--- src/rtl/press_counter_to_digits_pkg.sv ---
// Shared constants and the count step function for the press counter.
// A step is one increment or decrement in either BCD or plain hex.
package press_counter_to_digits_pkg;

  localparam int         DEFAULT_DEBOUNCE_LIMIT = 250000;
  localparam logic [3:0] BCD_DIGIT_MAX          = 4'd9;
  localparam int         COUNT_WIDTH            = 8;

  // BCD steps carry or borrow per digit so that a nibble never leaves 0..9.
  function automatic logic [COUNT_WIDTH-1:0] step_count(
    input logic [COUNT_WIDTH-1:0] cur,
    input logic                   up,
    input logic                   bcd
  );
    logic [3:0] hi;
    logic [3:0] lo;
    hi = cur[7:4];
    lo = cur[3:0];
    if (!bcd) begin
      step_count = up ? cur + COUNT_WIDTH'(1) : cur - COUNT_WIDTH'(1);
    end else if (up) begin
      if (lo == BCD_DIGIT_MAX) begin
        lo = 4'd0;
        hi = (hi == BCD_DIGIT_MAX) ? 4'd0 : hi + 4'd1;
      end else begin
        lo = lo + 4'd1;
      end
      step_count = {hi, lo};
    end else begin
      if (lo == 4'd0) begin
        lo = BCD_DIGIT_MAX;
        hi = (hi == 4'd0) ? BCD_DIGIT_MAX : hi - 4'd1;
      end else begin
        lo = lo - 4'd1;
      end
      step_count = {hi, lo};
    end
  endfunction

endpackage

--- src/rtl/press_counter_to_digits_debounce_filter.sv ---
// Switch debounce: the stable level flips only after the raw input has
// disagreed with it for DEBOUNCE_LIMIT consecutive clocks.
module debounce_filter
  import press_counter_to_digits_pkg::*;
#(
  parameter int DEBOUNCE_LIMIT = DEFAULT_DEBOUNCE_LIMIT
) (
  input  logic i_Clk,
  input  logic i_Rst_L,
  input  logic i_Raw,
  output logic o_Stable
);

  localparam int CNT_W = (DEBOUNCE_LIMIT > 1) ? $clog2(DEBOUNCE_LIMIT) : 1;

  logic [CNT_W-1:0] r_count;
  logic             r_stable;

  // Any edge where raw agrees with stable restarts the count, so glitches are lost.
  always_ff @(posedge i_Clk) begin
    if (!i_Rst_L) begin
      r_count  <= '0;
      r_stable <= 1'b0;
    end else if (i_Raw == r_stable) begin
      r_count <= '0;
    end else if (r_count == CNT_W'(DEBOUNCE_LIMIT - 1)) begin
      r_stable <= i_Raw;
      r_count  <= '0;
    end else begin
      r_count <= r_count + CNT_W'(1);
    end
  end

  assign o_Stable = r_stable;

endmodule

--- src/rtl/press_counter_to_digits.sv ---
// Debounced up/down press counter presenting its count as two nibbles
// for the downstream per-digit 7-segment decoders.
module press_counter_to_digits
  import press_counter_to_digits_pkg::*;
#(
  parameter int DEBOUNCE_LIMIT = DEFAULT_DEBOUNCE_LIMIT,
  parameter bit BCD_MODE       = 1'b1
) (
  input  logic       i_Clk,
  input  logic       i_Rst_L,
  input  logic       i_Switch_Inc,
  input  logic       i_Switch_Dec,
  output logic [3:0] o_Upper_Num,
  output logic [3:0] o_Lower_Num,
  output logic       o_Update
);

  logic                   w_inc_stable;
  logic                   w_dec_stable;
  logic                   w_inc_press;
  logic                   w_dec_press;
  logic                   w_change;
  logic [COUNT_WIDTH-1:0] w_next;
  logic                   r_inc_q;
  logic                   r_dec_q;
  logic [COUNT_WIDTH-1:0] r_count;
  logic                   r_update;

  debounce_filter #(.DEBOUNCE_LIMIT(DEBOUNCE_LIMIT)) u_inc_filter (
    .i_Clk   (i_Clk),
    .i_Rst_L (i_Rst_L),
    .i_Raw   (i_Switch_Inc),
    .o_Stable(w_inc_stable)
  );

  debounce_filter #(.DEBOUNCE_LIMIT(DEBOUNCE_LIMIT)) u_dec_filter (
    .i_Clk   (i_Clk),
    .i_Rst_L (i_Rst_L),
    .i_Raw   (i_Switch_Dec),
    .o_Stable(w_dec_stable)
  );

  assign w_inc_press = w_inc_stable & ~r_inc_q;
  assign w_dec_press = w_dec_stable & ~r_dec_q;

  // Simultaneous presses cancel: no count change and no update pulse.
  always_comb begin
    w_next   = r_count;
    w_change = 1'b0;
    if (w_inc_press ^ w_dec_press) begin
      w_change = 1'b1;
      w_next   = step_count(r_count, w_inc_press, BCD_MODE);
    end
  end

  always_ff @(posedge i_Clk) begin
    if (!i_Rst_L) begin
      r_inc_q  <= 1'b0;
      r_dec_q  <= 1'b0;
      r_count  <= '0;
      r_update <= 1'b0;
    end else begin
      r_inc_q  <= w_inc_stable;
      r_dec_q  <= w_dec_stable;
      r_count  <= w_next;
      r_update <= w_change;
    end
  end

  assign o_Upper_Num = r_count[7:4];
  assign o_Lower_Num = r_count[3:0];
  assign o_Update    = r_update;

endmodule

--- config.mk ---
export PLATFORM = sky130hd
export DESIGN_NAME = press_counter_to_digits
export DESIGN_NICKNAME = d
export VERILOG_FILES = /design/src/rtl/press_counter_to_digits_pkg.sv /design/src/rtl/press_counter_to_digits_debounce_filter.sv /design/src/rtl/press_counter_to_digits.sv
export SDC_FILE = /design/constraint.sdc
export NUM_CORES = 1
export LEC_CHECK = 0
export BUFFER_PORTS_ARGS = -buffer_cell sky130_fd_sc_hd__buf_4
export CAP_MARGIN = 20
export CORE_MARGIN = 2
export CORE_UTILIZATION = 45
export CTS_CLUSTER_SIZE = 30
export DETAILED_ROUTE_END_ITERATION = 6
export GPL_TIMING_DRIVEN = 0
export PLACE_DENSITY_LB_ADDON = 0.2
export RECOVER_POWER = 100
export SETUP_SLACK_MARGIN = 0.3
export SYNTH_ARGS = -nofsm -noshare
export SYNTH_HDL_FRONTEND = slang
export SYNTH_SLANG_ARGS = --single-unit
--- constraint.sdc ---
create_clock -name i_Clk -period 2.24 [get_ports i_Clk]
set_input_delay 0.112 -clock i_Clk [delete_from_list [all_inputs] [get_ports i_Clk]]
set_output_delay 0.112 -clock i_Clk [all_outputs]
set_load 0.02 [all_outputs]
==> results, run 1 <==
- The min-delay analysis places its worst path in the category input pin to register.
- The count of state elements after synthesis is 49.
- For this run, the detailed router's first-pass iteration total came to 4.
- The number of nets in the finished design is 312.
- In this run the clock root is driven by a sky130_fd_sc_hd__clkbuf_8.
- By startpoint and endpoint, the worst setup path is classified as register to register.
- The final-layout setup total negative slack is 0 ns.
- CTS built an H-tree with a depth of 2.
- The fill cell instance count of the final layout is 541.
- The overall track demand over capacity in global routing is 16.7%.
- The largest net degree at the start of global routing is 15.
- The kind of capture point of the worst setup path is a register.
- The startpoint class of the critical path is a register.
- The total overflow left after global routing is 0.
- In this run the critical register-to-register path is launched from u_inc_filter.r_count[0].
- Measured along the x axis, the die boundary spans 77.1 um.
- The congestion estimate from routability-driven global placement came to 0.870.
- Summed over all nets, wire length on met3 after detailed routing comes to 142 um.
- The top-level I/O count is 13.
- For this run, the number of Yosys warnings is 0.
- The hold buffer count at CTS is 0.
- The number of cells produced by synthesis is 282.
- The number of endpoints with negative hold slack in the final report is 0.
- The critical path endpoint is u_inc_filter.r_count[8].
- In this run the standard cell core region covers 5140 um^2.
- The count of flip-flops with a built-in enable after synthesis is 0.
- The number of nets in the synthesized netlist is 288.
- The final routed wirelength across all metal layers is 4480 um.
- For this block, wires on met1 add up to 2170 um.
- The reported leakage power is 0.817 nW.
- The DRC violation count after routing is 0.
- The share of Yosys cell area claimed by the top area cell type is 40.8%.
- The worst register-to-register path ends at u_inc_filter.r_count[8].
- The initial antenna violation count is 0.
- The detailed router's first-iteration violation count is 60.
- The clock reaches the later pin of the worst-skew pair after 0.30 ns.
- The run finished with clean final reports.
- The worst clock skew is 0.00815 ns.
- After synthesis, the cell types taking the most area are sky130_fd_sc_hd__dfxtp_1, sky130_fd_sc_hd__xnor2_1, sky130_fd_sc_hd__nor2_1.
- The cell type with the highest aggregate area in the netlist is sky130_fd_sc_hd__dfxtp_1.
- In the final layout, the share of cells above drive strength 1 is 6.19%.
- The highest clock rate is 530 MHz.
- Of the synthesized area, sequential elements account for 40.8%.
- Setup violations remaining at the end of the flow were counted as 0.
- Of the available clock period, the critical path in the final layout requires 84.2%.
- TritonCTS built the clock tree.
- The number of antenna repair diodes is 0.
- The primary flip-flop cell chosen by synthesis mapping is sky130_fd_sc_hd__dfxtp_1.
- The first global-routing pass estimated 8100 um of wire.
- Of all flip-flops after synthesis, the portion carrying an async set or reset was 0%.
- Setup repair after global routing left no endpoint under its margin.
- The area growth from synthesis to final layout is 10.4%.
- For the pin with the worst max-slew slack, the measured transition is 0.622 ns.
- Using the TritonRoute via totals, the vias-per-cell ratio works out to 5.33.
- The power density over cell area is 567 nW/um^2.
- Dividing the detail-routed wire length by the instance count gives 11.9 um.
- The overall power is 0.00150 W.
- After floorplanning, the core was divided into 26 placement rows.
- Setup slack on the worst reg-to-reg path comes out at 0.35 ns.
- The initial core utilization is 46.7%.
- The number of port buffers is 11.
- The number of buffers created by CTS is 5.
- The number of different library cells used by synthesis comes to 49.
- The post-detailed-route count of antenna-violating nets is 0.
- The data arrival time of the worst path is 2.08 ns.
- The CTS sink count is 49.
- The most common library cell in the layout ignoring fill and taps is sky130_fd_sc_hd__dfxtp_1.
- The count of pins over their slew limit came to 0.
- The tool flagged a number of max-cap violations equal to 0.
- At the worst endpoint, the required time is 2.43 ns.
- The detailed-route via count is 2008.
- The floorplan die area is 5940 um^2.
- The mapped netlist covers 2400 um^2.
- The via count of the first global-routing pass is 1835.
- The clock passes through at most 2 buffers.
- In this run the worst setup path begins at u_inc_filter.r_count[0].
- The die height is 77.1 um.
- The worst voltage drop across the vdd grid is 0.000247 V.
- The minimum period implied by the final worst setup slack is 1.89 ns.
- The critical-path maximum fanout is 6.
- Leaving out fill and tap cells, the most frequent cells in the layout are sky130_fd_sc_hd__dfxtp_1, sky130_fd_sc_hd__nor2_1, sky130_fd_sc_hd__xnor2_1.
- The clock transition time at the flip-flop clock pins of the worst setup and hold paths is 0.09 ns.
- Dividing the synthesized area by the synthesized cell count gives 8.52 um^2.
- Routed signal wires occupy layers up through met4.
- Measured in cells, the most critical reg-to-reg path has a length of 6.
- Wire segments on met2 add up to 2090 um in the final route.
- In this run the tightest slew margin relative to its limit is 58.2%.
- The HPWL after detailed placement is 3200 um.
## worst min path at each step
stage | from | end | slack (ns) | depth (start not counted)
finish | i_Switch_Dec | u_dec_filter.o_Stable | 0.07 | 3
global route | i_Switch_Dec | u_dec_filter.o_Stable | 0.06 | 3
CTS | i_Switch_Dec | u_dec_filter.o_Stable | 0.07 | 3
detailed placement | i_Switch_Dec | u_dec_filter.o_Stable | 0.40 | 3
global placement | i_Switch_Dec | u_dec_filter.o_Stable | 0.39 | 3
floorplan | i_Switch_Dec | u_dec_filter.o_Stable | 0.25 | 2
## state kept, by name, indices dropped and copies added (netlist names)
signal                 flops
r_inc_q                    1
r_dec_q                    1
u_inc_filter.r_count      18
u_dec_filter.r_count      18
r_count                    8
u_inc_filter.o_Stable      1
u_dec_filter.o_Stable      1
o_Update                   1
## routing by layer
| metal | global-route usage [%] | vias up |
|---|---|---|
| li1 | - | 1045 |
| met4 | 6.43 | 0 |
| met1 | 21.0 | 927 |
| met5 | 0 | - |
| met2 | 27.3 | 29 |
| met3 | 4.59 | 7 |
## cells by family after synthesis
kind of cell,Yosys count,synth area share (%)
adder cells (fa/ha/maj),2,1.04
XOR/XNOR,34,12.4
AND/OR/NAND/NOR,143,31.7
AO/OA/AOI/OAI,30,9.32
flip-flops,49,40.8
multiplexers,3,1.25
buffers and inverters,21,3.49
## timing repair
| item | CTS | global route |
|---|---|---|
| buffers inserted | 0 | 6 |
| pin swaps | 0 | 3 |
| cloned | 0 | 0 |
| setup endpoints to repair | 10 | 20 |
| gates resized for setup | 1 | 2 |
## report_power, final
| part | switching [W] | internal, W | leakage [nW] |
|---|---|---|---|
| Clock | 0.000289 | 0.000279 | 0.0542 |
| Combinational | 0.0000339 | 0.0000195 | 0.368 |
| Sequential | 0.00000711 | 0.000876 | 0.395 |
| Total | 0.000330 | 0.00117 | 0.817 |
## synth_stat cells, types with 5 or more instances
library cell and instances:
sky130_fd_sc_hd__inv_1 12, sky130_fd_sc_hd__xor2_1 8, sky130_fd_sc_hd__nand4_1 10, sky130_fd_sc_hd__nand3_1 17, sky130_fd_sc_hd__xnor2_1 26, sky130_fd_sc_hd__nor4_1 11, sky130_fd_sc_hd__clkbuf_1 5, sky130_fd_sc_hd__nand2_1 14
sky130_fd_sc_hd__nor2_1 45, sky130_fd_sc_hd__a21oi_1 7, sky130_fd_sc_hd__and3_1 5, sky130_fd_sc_hd__nor3_1 13, sky130_fd_sc_hd__dfxtp_1 49, sky130_fd_sc_hd__or3_1 5
## per-stage QoR
| step | instance area (um^2) | hold slack [ns] | utilization [%] | setup WS [ns] | cells |
|---|---|---|---|---|---|
| 2_1_floorplan | 2400 | 0.251 | - | 0.592 | 282 |
| 3_3_place_gp | 2570 | 0.394 | 50.0 | 0.281 | 363 |
| 3_5_place_dp | 2570 | 0.395 | 50.0 | 0.272 | 363 |
| 4_1_cts | 2680 | 0.0686 | 52.2 | 0.315 | 371 |
| 5_1_grt | 2650 | 0.0622 | 51.6 | 0.182 | 377 |
| 6_report | 2650 | 0.0710 | 51.6 | 0.354 | 377 |
## critical path, stage by stage (launching register included)
cell	delay, ns
sky130_fd_sc_hd__dfxtp_1	0.40
sky130_fd_sc_hd__ha_1	0.30
sky130_fd_sc_hd__and3_1	0.23
sky130_fd_sc_hd__nand4b_1	0.13
sky130_fd_sc_hd__o211ai_1	0.35
sky130_fd_sc_hd__clkbuf_1	0.29
sky130_fd_sc_hd__nor2_1	0.09
## layout make-up
cell class              count  area [um^2]  area share (%)
multi-input cells         212         1310            49.5
flip-flops and latches     49          981            37.0
clock buffers               7         96.3            3.63
well taps                  70         87.6            3.30
repair buffers             17         86.3            3.26
inverters                  12         45.0            1.70
plain buffers               9         37.5            1.42
clock inverters             1         5.00           0.189
Note: power is estimated with default switching activity, not from simulation.
==> run 2: changes to the inputs <==
--- a/config.mk
+++ b/config.mk
@@ -5,6 +5,7 @@
 export SDC_FILE = /design/constraint.sdc
 export NUM_CORES = 1
 export LEC_CHECK = 0
+export ABC_AREA = 1
 export BUFFER_PORTS_ARGS = -buffer_cell sky130_fd_sc_hd__buf_4
 export CAP_MARGIN = 20
 export CORE_MARGIN = 2
==> constraint.sdc (replaced) <==
create_clock -name i_Clk -period 1.89 [get_ports i_Clk]
set_input_delay 0.0945 -clock i_Clk [delete_from_list [all_inputs] [get_ports i_Clk]]
set_output_delay 0.0945 -clock i_Clk [all_outputs]
set_load 0.02 [all_outputs]
==> run 2 against run 1 <==
Non-clock buffer count is 5 lower. Sequential power is 18% higher. Cell count is 29% higher. Synthesized area is 8.0% higher. Flip-flop and latch count stayed put. Core utilization is 0.36 points higher. Global-route usage is 1.7 points higher. Count of clock-buffer cells in the layout is 2 lower. Critical path depth is 3 higher. Synthesized cell count is 38% higher. Largest cell class unchanged.
==> results, run 2 <==
- The fraction of registers with async set or reset after synthesis is 0%.
- Wire segments on met2 add up to 2510 um in the final route.
- The number of antenna repair diodes is 0.
- The number of cells on the worst reg-to-reg path is 9.
- The most frequently used cell type in the post-synthesis netlist is sky130_fd_sc_hd__nand2_1.
- The logic gate share of total power is 3.0%.
- The length of the first detailed-routing pass in iterations is 4.
- The routed length on met3 is 100 um.
- The final layout contains routed wiring with a total length of 5220 um.
- The critical path endpoint is u_inc_filter.r_count[10].
- The number of nets handed over by synthesis was 396.
- In this run the count of I/O pins placed on the die edge is 13.
- The critical path starts at u_inc_filter.r_count[0].
- The sequential fraction of design power is 57.1%.
- The filler cells instantiated in the layout total 565.
- The startpoint class of the critical path is a register.
- The placer congestion estimate is 0.892.
- The clock network fraction of design power is 39.9%.
- At the later pin of the worst-skew pair, clock insertion delay measures 0.30 ns.
- In the final layout, the registers with the most flip-flops are u_dec_filter.r_count x18, u_inc_filter.r_count x18, r_count x8.
- For the pin with the worst max-slew slack, the measured transition is 0.422 ns.
- Global routing finished with a remaining overflow of 0.
- Dividing total power by cell area gives a power density of 633 nW/um^2.
- From synthesis to final layout, the design area changed by 11.0%.
- The critical-path maximum fanout is 6.
- The die height is 79.9 um.
- The proportion of layout cells with a drive suffix above 1 is 9.40%.
- The average instance area after synthesis is 6.65 um^2.
- The count of pins over their slew limit is 0.
- The core region is 5540 um^2.
- In the routed design, unresolved DRC markers number 0.
- The kind of capture point of the worst setup path is a register.
- The initial core utilization is 46.8%.
- CTS built an H-tree with a depth of 2.
- The primary flip-flop cell chosen by synthesis mapping is sky130_fd_sc_hd__dfxtp_1.
- The proportion of synthesized chip area in sequential cells is 37.8%.
- The number of port buffers is 12.
- The number of endpoints with negative hold slack in the final report is 0.
- The die is 79.9 um wide.
- Cell internal power was estimated by the tool at 0.00144 W.
- The number of cells produced by synthesis is 390.
- The detailed-route via count is 2364.
- The end of the worst register-to-register path is u_inc_filter.r_count[10].
- For this block, wires on met1 add up to 2560 um.
- The die covers 6390 um^2.
- Data on the critical path is required at its endpoint by 2.08 ns.
- By count the netlist is led by sky130_fd_sc_hd__nand2_1, sky130_fd_sc_hd__nor2_1, sky130_fd_sc_hd__dfxtp_1.
- The startpoint identified for the worst register-to-register timing path is u_inc_filter.r_count[0].
- After clock tree synthesis, the clock-pin slew on the worst setup and hold paths is 0.09 ns.
- The number of placed instances, taps included, is 474.
- Net switching is 20.6% of the power.
- The final number of setup-violating endpoints is 0.
- The critical path in this run is classified as register to register.
- Setup repair after global routing left no endpoint under its margin.
- The worst hold path class is input pin to register.
- The number of core rows is 27.
- The analysis attributes to cell leakage a power of 1.03 nW.
- The HPWL after detailed placement is 3940 um.
- Excluding fillers, the count of instances in the completed layout stands at 487.
- The initial antenna violation count is 0.
- The count of max-cap constraint violations is 0.
- The detailed router used layers up to and including met4.
- The first global-routing pass estimated 9420 um of wire.
- The register-to-register setup slack is 0.30 ns.
- In this run, synthesis produced a sequential element count of 49.
- IR analysis of the VDD net gives a maximum drop of 0.000318 V.
- The highest clock rate is 627 MHz.
- The CTS tree is built.
- The detailed router's first-iteration violation count is 77.
- The clock net in this run drives a total of 49 sinks.
- Yosys printed 0 warnings.
- The worst path needs 1.59 ns of the cycle, external delays included.
- The via count of the first global-routing pass was 2237.
- The hold buffer count at CTS is 0.
- Dividing the detail-routed via count by the number of cells gives 4.85.
- The net switching power of the design is 0.000376 W.
- The largest net degree at the start of global routing is 15.
- The clock tree buffer depth is 2.
- After the last flow step, the layout net total stands at 421.
- Leaving out fill and tap cells, the most frequent cell in the layout is sky130_fd_sc_hd__nand2_1.
- The post-synthesis instance area is 2590 um^2.
- The count of flip-flops with a built-in enable after synthesis is 0.
- Clock tree synthesis inserted a total of 5 buffers.
- Across the routed clock network, the largest skew measured is 0.0111 ns.
- The final-layout setup total negative slack is 0 ns.
- The data arrival time of the worst path is 1.78 ns.
- The worst max-slew margin expressed relative to the limit is 71.9%.
- The post-detailed-route count of antenna-violating nets is 0.
- By area the synthesized netlist is led by sky130_fd_sc_hd__dfxtp_1, sky130_fd_sc_hd__nand2_1, sky130_fd_sc_hd__nor2_1.
- Of all cell types, the one taking the most synthesized area is sky130_fd_sc_hd__dfxtp_1.
- The design draws 0.00182 W.
- After synthesis, the largest area contributor takes up 37.8% of total cell area.
- The flow ran to the end, and the final reports show no timing, DRC or antenna violations.
- Dividing the final minimum period by the clock period gives 84.4%.
- The distinct cell type count after synthesis is 24.
- The library cells used most frequently in the layout, excluding fill and tap cells, are sky130_fd_sc_hd__nand2_1, sky130_fd_sc_hd__nor2_1, sky130_fd_sc_hd__inv_1, sky130_fd_sc_hd__dfxtp_1, sky130_fd_sc_hd__nand3_1.
- The tree is rooted in a sky130_fd_sc_hd__clkbuf_8.
- The overall track demand over capacity in global routing is 18.4%.
- After detailed routing, the average wire length per cell comes to 10.7 um.
## run 2: repair_timing
| action | in CTS | in global routing |
|---|---|---|
| cloned | 0 | 0 |
| pin swaps | 0 | 1 |
| buffers inserted | 0 | 6 |
| setup endpoints to repair | 8 | 21 |
| resized for setup | 1 | 5 |
## run 2: cells by family after synthesis
logic type	Yosys count	synth area share (%)
xor+xnor	14	4.73
flops	49	37.8
simple gates	225	38.2
buf+inv	53	8.59
compound gates	47	9.74
fa+ha+maj	2	0.965
## run 2: worst min-delay path by stage
stage                                 end  cells after the start    startpoint
finish              u_inc_filter.o_Stable                      3  i_Switch_Inc
global route                   r_count[2]                      3       i_Rst_L
CTS                 u_inc_filter.o_Stable                      3  i_Switch_Inc
detailed placement  u_inc_filter.o_Stable                      3  i_Switch_Inc
global placement    u_inc_filter.o_Stable                      3  i_Switch_Inc
floorplan                        o_Update                      2       i_Rst_L
## run 2: critical path: stages (launching register included)
cell	delay, ns
sky130_fd_sc_hd__dfxtp_4	0.38
sky130_fd_sc_hd__ha_1	0.16
sky130_fd_sc_hd__nand2_1	0.12
sky130_fd_sc_hd__nor2_4	0.16
sky130_fd_sc_hd__nand2_4	0.06
sky130_fd_sc_hd__nor2_4	0.11
sky130_fd_sc_hd__nand2_2	0.05
sky130_fd_sc_hd__nand2_1	0.21
sky130_fd_sc_hd__buf_4	0.19
sky130_fd_sc_hd__nor3_1	0.04
## run 2: per-stage QoR
| step | hold WS (ns) | setup slack [ns] | utilization (%) | instance area (um^2) |
|---|---|---|---|---|
| detailed placement | 0.382 | 0.303 | 50.1 | 2770 |
| floorplan | 0.229 | 0.469 | - | 2590 |
| global route | 0.0829 | 0.150 | 51.9 | 2880 |
| finish | 0.0790 | 0.295 | 51.9 | 2880 |
| CTS | 0.0696 | 0.320 | 52.0 | 2880 |
| global placement | 0.375 | 0.317 | 50.1 | 2770 |
## run 2: power groups by stage
stage / Combinational [W] / Clock (W) / Sequential, W
4_1_cts: 0.0000492 / 0.000750 / 0.00104
5_1_grt: 0.0000628 / 0.000790 / 0.00104
6_report: 0.0000545 / 0.000727 / 0.00104
3_3_place_gp: 0.0000488 / 0 / 0.00106
2_1_floorplan: 0.0000343 / 0 / 0.00106
3_5_place_dp: 0.0000490 / 0 / 0.00106
## run 2: area by class of cell
class,instances,area (um^2),share of cell area (%)
multi-input combinational,288,1380,47.8
sequential,49,985,34.2
inverter,50,188,6.52
timing repair buffer,18,101,3.52
tap,72,90.1,3.13
clock buffer,5,68.8,2.39
clock inverter,2,35.0,1.22
buffer,3,35.0,1.22
## run 2: layer usage
metal | global-route usage [%] | vias up
li1 | - | 1273
met1 | 22.5 | 1061
met2 | 32.6 | 24
met3 | 4.07 | 6
met4 | 4.75 | 0
met5 | 0 | -
